$ cat src/rtl/spram_stream_reader_pkg.sv
// Shared types and constants for the single-port RAM stream reader.
package spram_stream_pkg;

    typedef enum logic [1:0] {
        RD_IDLE,
        RD_RUN,
        RD_DRAIN
    } rd_state_e;

    localparam int RD_LATENCY   = 1;
    localparam int RD_BUF_DEPTH = 2;

endpackage

$ cat src/rtl/spram_stream_reader_if.sv
// Command, RAM-read and output-stream signals of the stream reader.
// Defining SPRAM_RD_LAST_EN adds the out_last stream signal.
interface spram_stream_reader_if #(
    parameter int DATA_WIDTH = 8,
    parameter int DEPTH      = 16,
    parameter int ADDR_WIDTH = $clog2(DEPTH),
    parameter int LEN_WIDTH  = $clog2(DEPTH + 1)
);
    logic                  cmd_valid;
    logic                  cmd_ready;
    logic [ADDR_WIDTH-1:0] cmd_base;
    logic [LEN_WIDTH-1:0]  cmd_len;
    logic                  mem_req;
    logic                  mem_gnt;
    logic [ADDR_WIDTH-1:0] mem_addr;
    logic [DATA_WIDTH-1:0] mem_rdata;
    logic                  out_valid;
    logic                  out_ready;
    logic [DATA_WIDTH-1:0] out_data;
    logic                  done;
`ifdef SPRAM_RD_LAST_EN
    logic                  out_last;
`endif

    modport master (
        input  cmd_valid, cmd_base, cmd_len, mem_gnt, mem_rdata, out_ready,
        output cmd_ready, mem_req, mem_addr, out_valid, out_data, done
`ifdef SPRAM_RD_LAST_EN
        , output out_last
`endif
    );

    modport slave (
        output cmd_valid, cmd_base, cmd_len, mem_gnt, mem_rdata, out_ready,
        input  cmd_ready, mem_req, mem_addr, out_valid, out_data, done
`ifdef SPRAM_RD_LAST_EN
        , input out_last
`endif
    );
endinterface

$ cat src/rtl/spram_rd_buf.sv
// Two-entry registered FIFO absorbing the RAM read latency; head drives the stream directly.
module spram_rd_buf #(
    parameter int WIDTH = 8
) (
    input  logic             clk,
    input  logic             rst_n,
    input  logic             push,
    input  logic [WIDTH-1:0] din,
    input  logic             pop,
    output logic [1:0]       count,
    output logic [WIDTH-1:0] head
);
    logic [WIDTH-1:0] head_q, head_d, tail_q, tail_d;
    logic [1:0]       count_q, count_d;

    always_comb begin
        head_d  = head_q;
        tail_d  = tail_q;
        count_d = count_q;
        if (push && pop) begin
            if (count_q == 2'd2) begin
                head_d = tail_q;
                tail_d = din;
            end else begin
                head_d = din;
            end
        end else if (pop) begin
            head_d  = tail_q;
            count_d = count_q - 2'd1;
        end else if (push) begin
            if (count_q == 2'd0) head_d = din;
            else                 tail_d = din;
            count_d = count_q + 2'd1;
        end
    end

    // NOTE: the entries are plain flops, not a RAM, so they are reset; out_data must read 0 out of reset.
    always_ff @(posedge clk or negedge rst_n) begin
        if (!rst_n) begin
            head_q  <= '0;
            tail_q  <= '0;
            count_q <= 2'd0;
        end else begin
            head_q  <= head_d;
            tail_q  <= tail_d;
            count_q <= count_d;
        end
    end

    assign count = count_q;
    assign head  = head_q;
endmodule

$ cat src/rtl/spram_stream_reader.sv
// Drains base..base+len-1 (mod DEPTH) of a single-port RAM onto a valid/ready stream.
// Defining SPRAM_RD_LAST_EN adds out_last, marking the final beat of each job.
module spram_stream_reader
    import spram_stream_pkg::*;
#(
    parameter int DATA_WIDTH = 8,
    parameter int DEPTH      = 16,
    parameter int ADDR_WIDTH = $clog2(DEPTH),
    parameter int LEN_WIDTH  = $clog2(DEPTH + 1)
) (
    input  logic                  clk,
    input  logic                  rst_n,
    spram_stream_reader_if.master bus
);
`ifdef SPRAM_RD_LAST_EN
    localparam int BUF_WIDTH = DATA_WIDTH + 1;
`else
    localparam int BUF_WIDTH = DATA_WIDTH;
`endif

    rd_state_e             state_q, state_d;
    logic [ADDR_WIDTH-1:0] addr_q, addr_d;
    logic [LEN_WIDTH-1:0]  len_q, len_d, issued_q, issued_d;
    logic [LEN_WIDTH-1:0]  issued_inc, cmd_len_clamped;
    logic                  inflight_q, inflight_d, done_q, done_d;
    logic [1:0]            buf_count;
    logic [2:0]            occupancy;
    logic [BUF_WIDTH-1:0]  buf_din, buf_head;
    logic                  out_valid, pop, req, issue, cmd_fire, final_beat;

    assign out_valid  = (buf_count != 2'd0);
    assign pop        = out_valid && bus.out_ready;
    assign occupancy  = 3'(buf_count) + (inflight_q ? 3'(RD_LATENCY) : 3'd0);
    // A pop this cycle frees a slot, so a full buffer can still issue without a bubble.
    assign req        = (state_q == RD_RUN) && (issued_q < len_q)
                        && ((occupancy < 3'(RD_BUF_DEPTH)) || pop);
    assign issue      = req && bus.mem_gnt;
    assign issued_inc = issued_q + LEN_WIDTH'(1);
    assign cmd_fire   = bus.cmd_valid && bus.cmd_ready;
    assign final_beat = (state_q == RD_DRAIN) && pop && (buf_count == 2'd1) && !inflight_q;
    assign cmd_len_clamped = (bus.cmd_len > LEN_WIDTH'(DEPTH)) ? LEN_WIDTH'(DEPTH) : bus.cmd_len;

    // NOTE: every signal gets a default first so no path through the case infers a latch.
    always_comb begin
        state_d    = state_q;
        addr_d     = addr_q;
        len_d      = len_q;
        issued_d   = issued_q;
        inflight_d = issue;
        done_d     = 1'b0;
        case (state_q)
            RD_IDLE: begin
                if (cmd_fire) begin
                    if (cmd_len_clamped == '0) begin
                        done_d = 1'b1;
                    end else begin
                        state_d  = RD_RUN;
                        addr_d   = bus.cmd_base;
                        len_d    = cmd_len_clamped;
                        issued_d = '0;
                    end
                end
            end
            RD_RUN: begin
                if (issue) begin
                    issued_d = issued_inc;
                    addr_d   = (addr_q == ADDR_WIDTH'(DEPTH - 1)) ? '0 : addr_q + ADDR_WIDTH'(1);
                    if (issued_inc == len_q) state_d = RD_DRAIN;
                end
            end
            RD_DRAIN: begin
                if (final_beat) begin
                    state_d = RD_IDLE;
                    done_d  = 1'b1;
                end
            end
            default: state_d = RD_IDLE;
        endcase
    end

    // NOTE: non-blocking assignments so every flop samples pre-edge values regardless of block order.
    always_ff @(posedge clk or negedge rst_n) begin
        if (!rst_n) begin
            state_q    <= RD_IDLE;
            addr_q     <= '0;
            len_q      <= '0;
            issued_q   <= '0;
            inflight_q <= 1'b0;
            done_q     <= 1'b0;
        end else begin
            state_q    <= state_d;
            addr_q     <= addr_d;
            len_q      <= len_d;
            issued_q   <= issued_d;
            inflight_q <= inflight_d;
            done_q     <= done_d;
        end
    end

`ifdef SPRAM_RD_LAST_EN
    logic last_inflight_q, last_inflight_d;
    assign last_inflight_d = issue && (issued_inc == len_q);
    always_ff @(posedge clk or negedge rst_n) begin
        if (!rst_n) last_inflight_q <= 1'b0;
        else        last_inflight_q <= last_inflight_d;
    end
    assign buf_din      = {last_inflight_q, bus.mem_rdata};
    assign bus.out_last = buf_head[DATA_WIDTH];
`else
    assign buf_din = bus.mem_rdata;
`endif

    spram_rd_buf #(.WIDTH(BUF_WIDTH)) u_buf (
        .clk   (clk),
        .rst_n (rst_n),
        .push  (inflight_q),
        .din   (buf_din),
        .pop   (pop),
        .count (buf_count),
        .head  (buf_head)
    );

    assign bus.cmd_ready = rst_n && (state_q == RD_IDLE);
    assign bus.mem_req   = req;
    assign bus.mem_addr  = addr_q;
    assign bus.out_valid = out_valid;
    assign bus.out_data  = buf_head[DATA_WIDTH-1:0];
    assign bus.done      = done_q;
endmodule

$ cat src/flat_wrapper.sv
// flat-port wrapper written by rule: the top's interface ports become plain ports
module spram_stream_reader_flat import spram_stream_pkg::*;
#(
    parameter int DATA_WIDTH = 8,
    parameter int DEPTH      = 16,
    parameter int ADDR_WIDTH = $clog2(DEPTH),
    parameter int LEN_WIDTH  = $clog2(DEPTH + 1)
)
  (clk, rst_n, bus_cmd_valid, bus_cmd_base, bus_cmd_len, bus_mem_gnt, bus_mem_rdata, bus_out_ready, bus_cmd_ready, bus_mem_req, bus_mem_addr, bus_out_valid, bus_out_data, bus_done);
  spram_stream_reader_if #(.DATA_WIDTH(DATA_WIDTH), .DEPTH(DEPTH), .ADDR_WIDTH(ADDR_WIDTH), .LEN_WIDTH(LEN_WIDTH)) bus_i ();
  input  logic clk;
  input  logic rst_n;
  input wire logic [$bits(bus_i.cmd_valid)-1:0] bus_cmd_valid;
  input wire logic [$bits(bus_i.cmd_base)-1:0] bus_cmd_base;
  input wire logic [$bits(bus_i.cmd_len)-1:0] bus_cmd_len;
  input wire logic [$bits(bus_i.mem_gnt)-1:0] bus_mem_gnt;
  input wire logic [$bits(bus_i.mem_rdata)-1:0] bus_mem_rdata;
  input wire logic [$bits(bus_i.out_ready)-1:0] bus_out_ready;
  output wire logic [$bits(bus_i.cmd_ready)-1:0] bus_cmd_ready;
  output wire logic [$bits(bus_i.mem_req)-1:0] bus_mem_req;
  output wire logic [$bits(bus_i.mem_addr)-1:0] bus_mem_addr;
  output wire logic [$bits(bus_i.out_valid)-1:0] bus_out_valid;
  output wire logic [$bits(bus_i.out_data)-1:0] bus_out_data;
  output wire logic [$bits(bus_i.done)-1:0] bus_done;
  assign bus_i.cmd_valid = bus_cmd_valid;
  assign bus_i.cmd_base = bus_cmd_base;
  assign bus_i.cmd_len = bus_cmd_len;
  assign bus_i.mem_gnt = bus_mem_gnt;
  assign bus_i.mem_rdata = bus_mem_rdata;
  assign bus_i.out_ready = bus_out_ready;
  assign bus_cmd_ready = bus_i.cmd_ready;
  assign bus_mem_req = bus_i.mem_req;
  assign bus_mem_addr = bus_i.mem_addr;
  assign bus_out_valid = bus_i.out_valid;
  assign bus_out_data = bus_i.out_data;
  assign bus_done = bus_i.done;
  spram_stream_reader #(.DATA_WIDTH(DATA_WIDTH), .DEPTH(DEPTH), .ADDR_WIDTH(ADDR_WIDTH), .LEN_WIDTH(LEN_WIDTH)) u_core (.clk(clk), .rst_n(rst_n), .bus(bus_i));
endmodule
$ cat config.mk
export PLATFORM = sky130hd
export DESIGN_NAME = spram_stream_reader_flat
export DESIGN_NICKNAME = d
export VERILOG_FILES = /design/src/rtl/spram_stream_reader_pkg.sv /design/src/rtl/spram_stream_reader_if.sv /design/src/rtl/spram_rd_buf.sv /design/src/rtl/spram_stream_reader.sv /design/src/flat_wrapper.sv
export SDC_FILE = /design/constraint.sdc
export NUM_CORES = 1
export LEC_CHECK = 0
export CAP_MARGIN = 20
export CORE_MARGIN = 10
export CORE_UTILIZATION = 47
export CTS_CLUSTER_SIZE = 28
export DETAILED_ROUTE_END_ITERATION = 16
export HOLD_SLACK_MARGIN = 0.12
export PLACE_DENSITY = 0.76
export SYNTH_ARGS = -nofsm -noshare
export SYNTH_HDL_FRONTEND = slang
export SYNTH_SLANG_ARGS = --single-unit
$ cat constraint.sdc
create_clock -name clk -period 2.06 [get_ports clk]
set_input_delay 0.206 -clock clk [delete_from_list [all_inputs] [get_ports clk]]
set_output_delay 0.206 -clock clk [all_outputs]
set_load 0.03 [all_outputs]
==> results of run 1 <==
-- metrics by stage --
step / TNS (ps) / setup WS [ps] / hold slack (ps)
CTS: 0 / 0.376 / 309
detailed placement: -264 / -39.2 / 82.5
floorplan: 0 / 29.6 / -89.6
finish: 0 / 95.7 / 311
global placement: -3.16 / -1.87 / 76.5
global route: -9.40 / -9.40 / 329
-- critical path, stage by stage, from the launching register on --
cell and delay, ps:
dfrtp_1 370, inv_1 70, ha_1 260, nor2b_1 140, o31ai_2 210, nand2_1 120, nor3_2 110, buf_4 180
-- routing by layer --
layer,wire length [um],track usage
met5,0,0
met3,261,0.0397
met1,1990,0.140
met4,73,0.0479
met2,2300,0.218
-- worst max-delay path by stage --
stage / startpoint / end / slack, ps
6_report: u_core.len_q[1] / bus_mem_req / 100
5_1_grt: u_core.u_buf.count[0] / bus_mem_req / -9
4_1_cts: u_core.issued_q[1] / bus_mem_req / 0.4
3_5_place_dp: bus_out_ready / u_core.u_buf.tail_q[5] / -40
3_3_place_gp: bus_out_ready / u_core.u_buf.tail_q[3] / -2
2_1_floorplan: u_core.issued_q[1] / bus_mem_req / 30
-- power groups by stage --
stage                     Sequential [W]  Combinational [W]  Clock [W]
after floorplan                  0.00147            0.00126          0
after global placement           0.00130            0.00202          0
after detailed placement         0.00132            0.00207          0
after CTS                        0.00129            0.00219   0.000634
after global routing             0.00135            0.00248   0.000663
final                            0.00129            0.00227   0.000623
-- timing repair --
action                                  in CTS  in global routing
buffers inserted                             4                  3
endpoints found under the setup margin      10                 15
gates cloned                                 0                  0
pin swaps                                    1                  2
hold endpoints to repair                     7                  0
gates resized for setup                      2                  3
hold buffers                                 1                  0
-- cell families after synthesis --
family	Yosys count
buffers and inverters	15
multiplexers	17
adder cells (fa/ha/maj)	11
AO/OA/AOI/OAI	45
AND/OR/NAND/NOR	59
XOR/XNOR	6
flip-flops	36
-- flip-flops by register name, indices dropped and copies added, names as in the netlist, 2 cells and up --
name	cells
u_core.issued_q	5
u_core.bus.mem_addr	4
u_core.u_buf.count	2
u_core.state_q	2
u_core.u_buf.head	8
u_core.len_q	5
u_core.u_buf.tail_q	8
-- final cells by class --
cell class                      instances  area (um2)
Clock buffer                            5        68.8
Clock inverter                          3        42.5
Fill cell                             342        1390
Inverter                               10        37.5
Multi-Input combinational cell        138        1100
Sequential cell                        36         901
Tap cell                               50        62.6
Timing Repair Buffer                   52         488
-- layout by cell type (no fill, tap or decap), types with 2 or more instances in the layout --
cell type | Yosys | final
nor2_1 | 4 | 4
a21oi_1 | 9 | 8
nand3_1 | 6 | 6
inv_2 | 1 | 2
o21ai_1 | 2 | 2
nor2b_1 | 5 | 4
xnor2_1 | 4 | 4
o21ai_0 | 15 | 15
xor2_1 | 2 | 2
nand2_1 | 19 | 19
ha_1 | 11 | 9
mux2_2 | 8 | 8
clkbuf_8 | 0 | 5
mux2i_1 | 8 | 8
inv_1 | 9 | 8
o221a_1 | 2 | 2
nand3b_1 | 4 | 4
buf_4 | 2 | 15
dfrtp_1 | 36 | 36
clkdlybuf4s50_1 | 0 | 34
a31oi_1 | 3 | 3
nand2b_1 | 4 | 4
o311ai_0 | 3 | 3
and3_1 | 2 | 2
==> reports/results.ini, run 1 <==
[placement]
hpwl_um = 3480
place_congestion = 0.813
dp_cells = 278
dpl_cell_area_um2 = 2480
io_buffer_count = 37

[logic_synthesis]
async_flop_share = 1.00
synth_compound_area_frac = 0.149
synth_top_family_by_area = simple AND/OR/NAND/NOR gates
yosysSeqAreaShare = 0.446
synthFlopType = dfrtp_1
synthCells = 189
syn_nets = 222
yosys-top-cells-count = 36 x dfrtp_1, 19 x nand2_1, 15 x o21ai_0
synthTopCellsByArea = dfrtp_1 45%, ha_1 6.8%, mux2_2 4.5%, mux2i_1 4.0%, o21ai_0 3.7%
syn-cell-area_um2 = 2020
synth_mux_area_frac = 0.0954
synth-simple-area-share = 0.181
synth-edff-count = 0
ys_warn_count = 0
post-synth-top-count-cell = dfrtp_1
ys_ff_latch = 36
synthAdderAreaFrac = 0.0681
synth_cell_types = 50
synth_top_area_share = 0.446
avgSynthCellArea_um2 = 10.7
synth_xor_area_frac = 0.0260
yosysTopAreaCell = dfrtp_1

[power_and_ir_drop]
powerDensity_nw_per_um2 = 1550
p_clk_frac = 0.149
switchingPower_w = 0.00171
p_int_w = 0.00248
irDropWorstVdd_mv = 0.763
leakage_nw = 1.20
p_sw_frac = 0.408
power_w = 0.00418
power_frac_seq = 0.309
p_comb_frac = 0.542

[sta]
final_max_slew_viol_count = 0
worst_pin_slew_ps = 542
fin_crit_sh = 0.954
setup_viol = 0
clock_skew_ps = 3.23
relSlewSlack = 0.639
fmax_mhz = 509
hold_viol_final = 0
min_period_ps = 1960

[floorplanning]
fp.dieH_um = 85.6
die_x_um = 85.6
num_rows = 23
core_region_area_um2 = 4090
die_area_um2 = 7320
io_pins = 38
initial_utilization = 0.494

[critical_path]
arrival_ps = 1760
crit_required_ps = 1850
timing.rr.end = u_core.u_buf.tail_q[4]
setup.worst_path.end_class = output pin
path_class = reg2out
rrSetupSlack_ps = 140
worstRegToRegCells = 8
rr_startpoint = u_core.u_buf.count[1]
crit_fanout = 2
critPathLaunchType = flip-flop

[drt]
vias_per_cell = 5.49
wl_um = 4620
remaining_drc_errors = 0
drt_iter0_markers = 48
vias = 1614
drtPass1Iterations = 4
antenna_left = 0
wire_per_inst_um = 15.7

[clock_tree]
clk_latency_ps = 290
clk_pin_slew_ps = 70
htreeDepth = 2
tritoncts_num_sinks = 36
clock-root-buffer = clkbuf_8
cts_tree = done
ctsLongestPathBuffers = 2
numCtsBuffers = 5

[final_layout]
nets = 276
area_growth_pct = 33.5
n_antenna_cell = 0
post-route-cell-area_um2 = 2700
layoutNonFillerInstCount = 294
layout-drive-gt1-share = 0.213
final_core_utilization = 0.660

[global_route]
grt_max_degree = 30
grt_pass1_vias = 1679
antenna_found_initial = 0
overflow = 0
grt_pass1_wl_um = 7650
grt_usage = 0.126

[outcome]
status = finished clean

[job]
cap_violations = 0

[hold_path]
min_path_type = in2async

Power figures use the tool's default switching activity.
==> inputs of run 2 (changes only) <==
--- a/config.mk
+++ b/config.mk
@@ -6,12 +6,14 @@
 export NUM_CORES = 1
 export LEC_CHECK = 0
 export CAP_MARGIN = 20
+export CORE_ASPECT_RATIO = 1.25
 export CORE_MARGIN = 10
-export CORE_UTILIZATION = 47
+export CORE_UTILIZATION = 52
 export CTS_CLUSTER_SIZE = 28
 export DETAILED_ROUTE_END_ITERATION = 16
+export GPL_ROUTABILITY_DRIVEN = 0
 export HOLD_SLACK_MARGIN = 0.12
-export PLACE_DENSITY = 0.76
+export PLACE_DENSITY = 0.8
 export SYNTH_ARGS = -nofsm -noshare
 export SYNTH_HDL_FRONTEND = slang
 export SYNTH_SLANG_ARGS = --single-unit
==> constraint.sdc (replaced) <==
create_clock -name clk -period 2.02 [get_ports clk]
set_input_delay 0.202 -clock clk [delete_from_list [all_inputs] [get_ports clk]]
set_output_delay 0.202 -clock clk [all_outputs]
set_load 0.03 [all_outputs]
==> reports/results.ini, run 2 (synthesized netlist as in run 1, its figures left out) <==
[floorplanning]
num_rows = 25  ; +8.7%
initial_utilization = 0.538  ; +0.0438
fp.dieH_um = 89.7  ; +4.8%
core_region_area_um2 = 3750  ; -8.1%
io_pins = 38  ; unchanged
die_area_um2 = 6790  ; -7.2%
die_x_um = 75.8  ; -11%

[final_layout]
final_common_cell = dfrtp_1
n_antenna_cell = 0  ; unchanged
final_core_utilization = 0.743  ; +0.0832
area_growth_pct = 38.1
nets = 282  ; +2.2%
final_cell_mix = 36 x dfrtp_1, 34 x clkdlybuf4s50_1, 19 x buf_4
post-route-cell-area_um2 = 2790  ; +3.4%
fill_cells = 262  ; -23%
layout-drive-gt1-share = 0.256  ; +0.0429

[hold_path]
worstHoldEndpoint = u_core.u_buf.head[3]
hold-path-cell-count = 2
min_path_type = reg2reg
hp-start = u_core.u_buf.head[3]

[clock_tree]
clock-root-buffer = clkbuf_8
clk_pin_slew_ps = 80  ; about the same
clk_latency_ps = 290  ; about the same
htreeDepth = 2  ; unchanged
numCtsBuffers = 5  ; unchanged
tritoncts_num_sinks = 36  ; unchanged
cts_tree = done
ctsLongestPathBuffers = 2  ; unchanged

[sta]
worst_pin_slew_ps = 549  ; +7.47 ps
relSlewSlack = 0.634  ; -0.00498
setup_viol = 0  ; unchanged
fin_crit_sh = 0.979
fmax_mhz = 505
hold_viol_final = 0  ; unchanged
rsz0062_at_grt = true
clock_skew_ps = 4.92  ; +1.69 ps
final_max_slew_viol_count = 0  ; unchanged
min_period_ps = 1980

[global_route]
grt_pass1_wl_um = 7730  ; +1.1%
grt_pass1_vias = 1749  ; +4.2%
use_met2 = 0.269  ; +0.0506
grt_usage = 0.148  ; +0.0228
antenna_found_initial = 0  ; unchanged
grt_use_met3 = 0.0396  ; -0.000131
busiest_layer = met2
overflow = 0  ; unchanged
use_met1 = 0.154  ; +0.0140
grt_max_degree = 37  ; +23%

[critical_path]
path_cells = inv_2 > ha_4 > nor2b_4 > buf_6 > a2bb2oi_4 > nand2_2 > nor3_2 > buf_4
cp_top_family = simple AND/OR/NAND/NOR gates
crit_required_ps = 1820  ; -30 ps
path_class = reg2out
crit_fanout = 4  ; +2
rrSetupSlack_ps = 140  ; about the same
critPathLaunchType = flip-flop
arrival_ps = 1780  ; +20 ps
max_stage_delay_ps = 370  ; about the same
timing.rr.end = u_core.u_buf.tail_q[2]
rr_startpoint = u_core.u_buf.count[1]
setup.worst_path.end_class = output pin
worstRegToRegCells = 8  ; unchanged
critPathBufInv = 3  ; +1
crit_path_top_delay_cell = dfrtp_1

[power_and_ir_drop]
power_frac_seq = 0.292  ; -0.017
switchingPower_w = 0.00182  ; +6.4%
p_comb_frac = 0.567  ; +0.025
irDropWorstVdd_mv = 0.956  ; +25%
p_int_w = 0.00267  ; +7.7%
p_clk_frac = 0.141  ; -0.008
p_sw_frac = 0.405  ; -0.00287
powerDensity_nw_per_um2 = 1610  ; +3.6%
leakage_nw = 1.24  ; +3.3%

[drt]
vias = 1673  ; +3.7%
antenna_left = 0  ; unchanged
remaining_drc_errors = 0  ; unchanged
wl_um = 4780  ; +3.4%
vias_per_cell = 5.77  ; +5.1%
drt_iter0_markers = 57  ; +19%
drtPass1Iterations = 4  ; unchanged
wire_per_inst_um = 16.5  ; +4.8%

[placement]
hpwl_um = 3640  ; +4.8%
dpl_cell_area_um2 = 2560  ; +3.1%
io_buffer_count = 37  ; unchanged

[outcome]
status = finished clean

[job]
cap_violations = 0  ; unchanged

run 2: layout make-up:
cell class	instances	area (um2)	share of cell area
Multi-Input combinational cell	138	1140	0.409
Sequential cell	36	901	0.323
Timing Repair Buffer	58	549	0.197
Clock buffer	5	68.8	0.0247
Tap cell	40	50.0	0.0179
Clock inverter	3	42.5	0.0152
Inverter	10	37.5	0.0135
run 2: routing by layer:
metal  wire length, um  part of all wire
met3               292             0.061
met5                 0                 0
met4               127             0.027
met2              2540              0.53
met1              1810              0.38
run 2: worst max-delay path by stage:
stage | cells past startpoint | slack [ps] | startpoint | endpoint
floorplan | 8 | -3 | u_core.u_buf.count[0] | u_core.u_buf.tail_q[0]
global placement | 7 | 60 | bus_cmd_len[1] | u_core.bus.mem_addr[2]
detailed placement | 5 | -20 | bus_out_ready | u_core.u_buf.head[7]
CTS | 8 | 20 | u_core.u_buf.count[0] | bus_mem_req
global route | 8 | -40 | u_core.u_buf.count[0] | bus_mem_req
finish | 8 | 40 | u_core.u_buf.count[0] | bus_mem_req
run 2: timing repair:
item                       CTS  global route
hold endpoints to repair    36             0
pin swaps                    1             5
resized for setup            1            11
hold buffers                 1             0
buffers inserted             2             3
setup endpoints to repair    1            13
run 2: power by group through the flow:
stage | Combinational [W] | Clock (W) | Sequential [W]
after floorplan | 0.00130 | 0 | 0.00150
after global placement | 0.00223 | 0 | 0.00130
after detailed placement | 0.00229 | 0 | 0.00132
after CTS | 0.00238 | 0.000641 | 0.00130
after global routing | 0.00277 | 0.000671 | 0.00136
final | 0.00254 | 0.000631 | 0.00131
run 2: through the flow:
step / TNS (ps) / setup WS, ps / hold WS (ps) / power, W / std cells
floorplan: -21.7 / -2.72 / -93.6 / 0.00280 / 189
global placement: 0 / 61.0 / 314 / 0.00353 / 276
detailed placement: -106 / -21.8 / 322 / 0.00361 / 276
CTS: 0 / 23.1 / 486 / 0.00432 / 287
global route: -35.9 / -35.9 / 511 / 0.00480 / 290
finish: 0 / 41.5 / 480 / 0.00448 / 290
run 2: worst reg2reg max path, stage by stage, from the launching register on:
cell,delay [ps]
dfrtp_1,390
inv_2,80
ha_4,170
nor2b_4,50
ha_2,210
nor2b_1,160
nor3_4,220
buf_12,150
mux2_2,330
==> inputs of run 3 (changes only) <==
--- a/config.mk
+++ b/config.mk
@@ -6,7 +6,7 @@
 export NUM_CORES = 1
 export LEC_CHECK = 0
 export CAP_MARGIN = 20
-export CORE_ASPECT_RATIO = 1.25
+export CORE_ASPECT_RATIO = 0.5
 export CORE_MARGIN = 10
 export CORE_UTILIZATION = 52
 export CTS_CLUSTER_SIZE = 28
==> reports/results.ini, run 3 (synthesized netlist as in run 1, its figures left out) <==
[outcome]
status = complete, but fails checks
failed_checks = negative setup slack

[power_and_ir_drop]
power_w = 0.00424  ; -5.4%
irDropWorstVdd_mv = 0.749  ; -22%
p_int_w = 0.00245  ; -8.1%
p_sw_frac = 0.422  ; +0.0171
powerDensity_nw_per_um2 = 1570  ; -2.0%
switchingPower_w = 0.00179  ; -1.4%
p_clk_frac = 0.123  ; -0.018
p_comb_frac = 0.564  ; -0.003
leakage_nw = 1.19  ; -3.7%
power_frac_seq = 0.313  ; +0.021

[critical_path]
worstRegToRegCells = 9  ; +1
crit_fanout = 5  ; +1
setup.worst_path.end_class = flip-flop
crit_required_ps = 2210  ; +390 ps
rrSetupSlack_ps = -9  ; -150 ps
timing.rr.end = u_core.bus.mem_addr[3]
critPathLaunchType = flip-flop
rr_startpoint = u_core.issued_q[4]
path_class = reg2reg
arrival_ps = 2220  ; +440 ps

[placement]
hpwl_um = 3340  ; -8.2%
dp_cells = 280  ; +1.4%
io_buffer_count = 37  ; unchanged

[drt]
remaining_drc_errors = 0  ; unchanged
antenna_left = 0  ; unchanged
vias_per_cell = 5.52  ; -4.4%
drtPass1Iterations = 4  ; unchanged
drt_iter0_markers = 85  ; +49%
wire_per_inst_um = 16.1  ; -2.2%
vias = 1622  ; -3.0%
wl_um = 4740  ; -0.86%

[clock_tree]
htreeDepth = 2  ; unchanged
clock-root-buffer = clkbuf_8
clk_latency_ps = 290  ; about the same
clk_pin_slew_ps = 80  ; about the same
numCtsBuffers = 5  ; unchanged
postCtsHoldBufs = 0  ; -1
tritoncts_num_sinks = 36  ; unchanged
cts_tree = done
ctsLongestPathBuffers = 2  ; unchanged

[global_route]
grt_max_degree = 37  ; unchanged
grt_pass1_vias = 1608  ; -8.1%
overflow = 0  ; unchanged
grt_pass1_wl_um = 7860  ; +1.7%
antenna_found_initial = 0  ; unchanged
grt_usage = 0.138  ; -0.0103

[final_layout]
layoutNonFillerInstCount = 294  ; +1.4%
n_antenna_cell = 0  ; unchanged
nets = 275  ; -2.5%
final_common_cell = dfrtp_1
final_cell_mix = 36 x dfrtp_1, 35 x clkdlybuf4s50_1, 19 x nand2_1
area_growth_pct = 33.4
layout-drive-gt1-share = 0.218  ; -0.0379

[sta]
rsz0062_at_grt = true
worst_pin_slew_ps = 779  ; +230 ps
finalWorstSetupSlack_ps = -9.28  ; -50.8 ps
min_period_ps = 2030  ; +50.8 ps
relSlewSlack = 0.476  ; -0.158
fmax_mhz = 493  ; -2.5%
fin_crit_sh = 1.00  ; +0.0251
clock_skew_ps = 5.54  ; +0.625 ps
final_max_slew_viol_count = 0  ; unchanged
setup_viol = 2  ; +2
hold_viol_final = 0  ; unchanged

[floorplanning]
io_pins = 38  ; unchanged
num_rows = 15  ; -40%
die_x_um = 108  ; +43%
core_region_area_um2 = 3580  ; -4.5%
die_area_um2 = 6930  ; +2.0%
fp.dieH_um = 64.1  ; -29%
initial_utilization = 0.564  ; +0.0254

[hold_path]
min_path_type = in2async

[job]
cap_violations = 0  ; unchanged

## run 3: worst max-delay path, stage by stage (launching register included)
cell and delay [ps]:
dfrtp_1 440, ha_1 400, o211a_1 220, o31ai_4 90, buf_4 150, buf_4 120
nand3_2 80, buf_4 140, nand2_4 60, o221a_1 220
## run 3: area by class of cell
class / instances / area (um2)
Clock inverter: 3 / 18.8
Sequential cell: 36 / 901
Multi-Input combinational cell: 138 / 1110
Clock buffer: 5 / 68.8
Inverter: 10 / 37.5
Timing Repair Buffer: 51 / 499
Tap cell: 51 / 63.8
Fill cell: 249 / 890
## run 3: how the worst max path moves through the flow
stage          slack (ps)             startpoint  depth (start not counted)                endpoint
2_1_floorplan          -3  u_core.u_buf.count[0]                          8  u_core.u_buf.tail_q[0]
3_3_place_gp          -10          bus_out_ready                          6  u_core.u_buf.tail_q[1]
3_5_place_dp          -80          bus_out_ready                          6  u_core.u_buf.tail_q[1]
5_1_grt               -70        u_core.len_q[1]                          8      u_core.issued_q[4]
4_1_cts                10        u_core.len_q[1]                          7             bus_mem_req
6_report               -9     u_core.issued_q[4]                          9  u_core.bus.mem_addr[3]
## run 3: layer usage
layer | vias to the layer above | global-route usage | share of wire
met4 | 0 | 0.0464 | 0.012
met3 | 7 | 0.0380 | 0.057
met5 | - | 0 | 0
met2 | 49 | 0.231 | 0.48
met1 | 773 | 0.168 | 0.45
li1 | 793 | - | -
## run 3: per-stage QoR
step	util	setup WS (ps)	cell area, um2	setup TNS [ps]	hold slack, ps
after floorplan	-	-2.72	2050	-21.7	-93.6
after global placement	0.702	-9.78	2510	-72.9	464
after detailed placement	0.702	-82.4	2510	-764	475
after CTS	0.739	10.6	2650	0	392
after global routing	0.752	-73.5	2700	-294	420
final	0.752	-9.28	2700	-13.8	387
## run 3: repair_timing
item | CTS | global route
gates resized for setup | 3 | 4
buffers inserted | 3 | 3
endpoints found under the setup margin | 12 | 17
pin swaps | 0 | 3
## run 3: power groups by stage
stage                     Combinational (W)  Clock, W  Sequential (W)
after floorplan                     0.00130         0         0.00150
after global placement              0.00211         0         0.00132
after detailed placement            0.00217         0         0.00134
after CTS                           0.00230  0.000531         0.00132
after global routing                0.00261  0.000569         0.00137
final                               0.00239  0.000520         0.00133
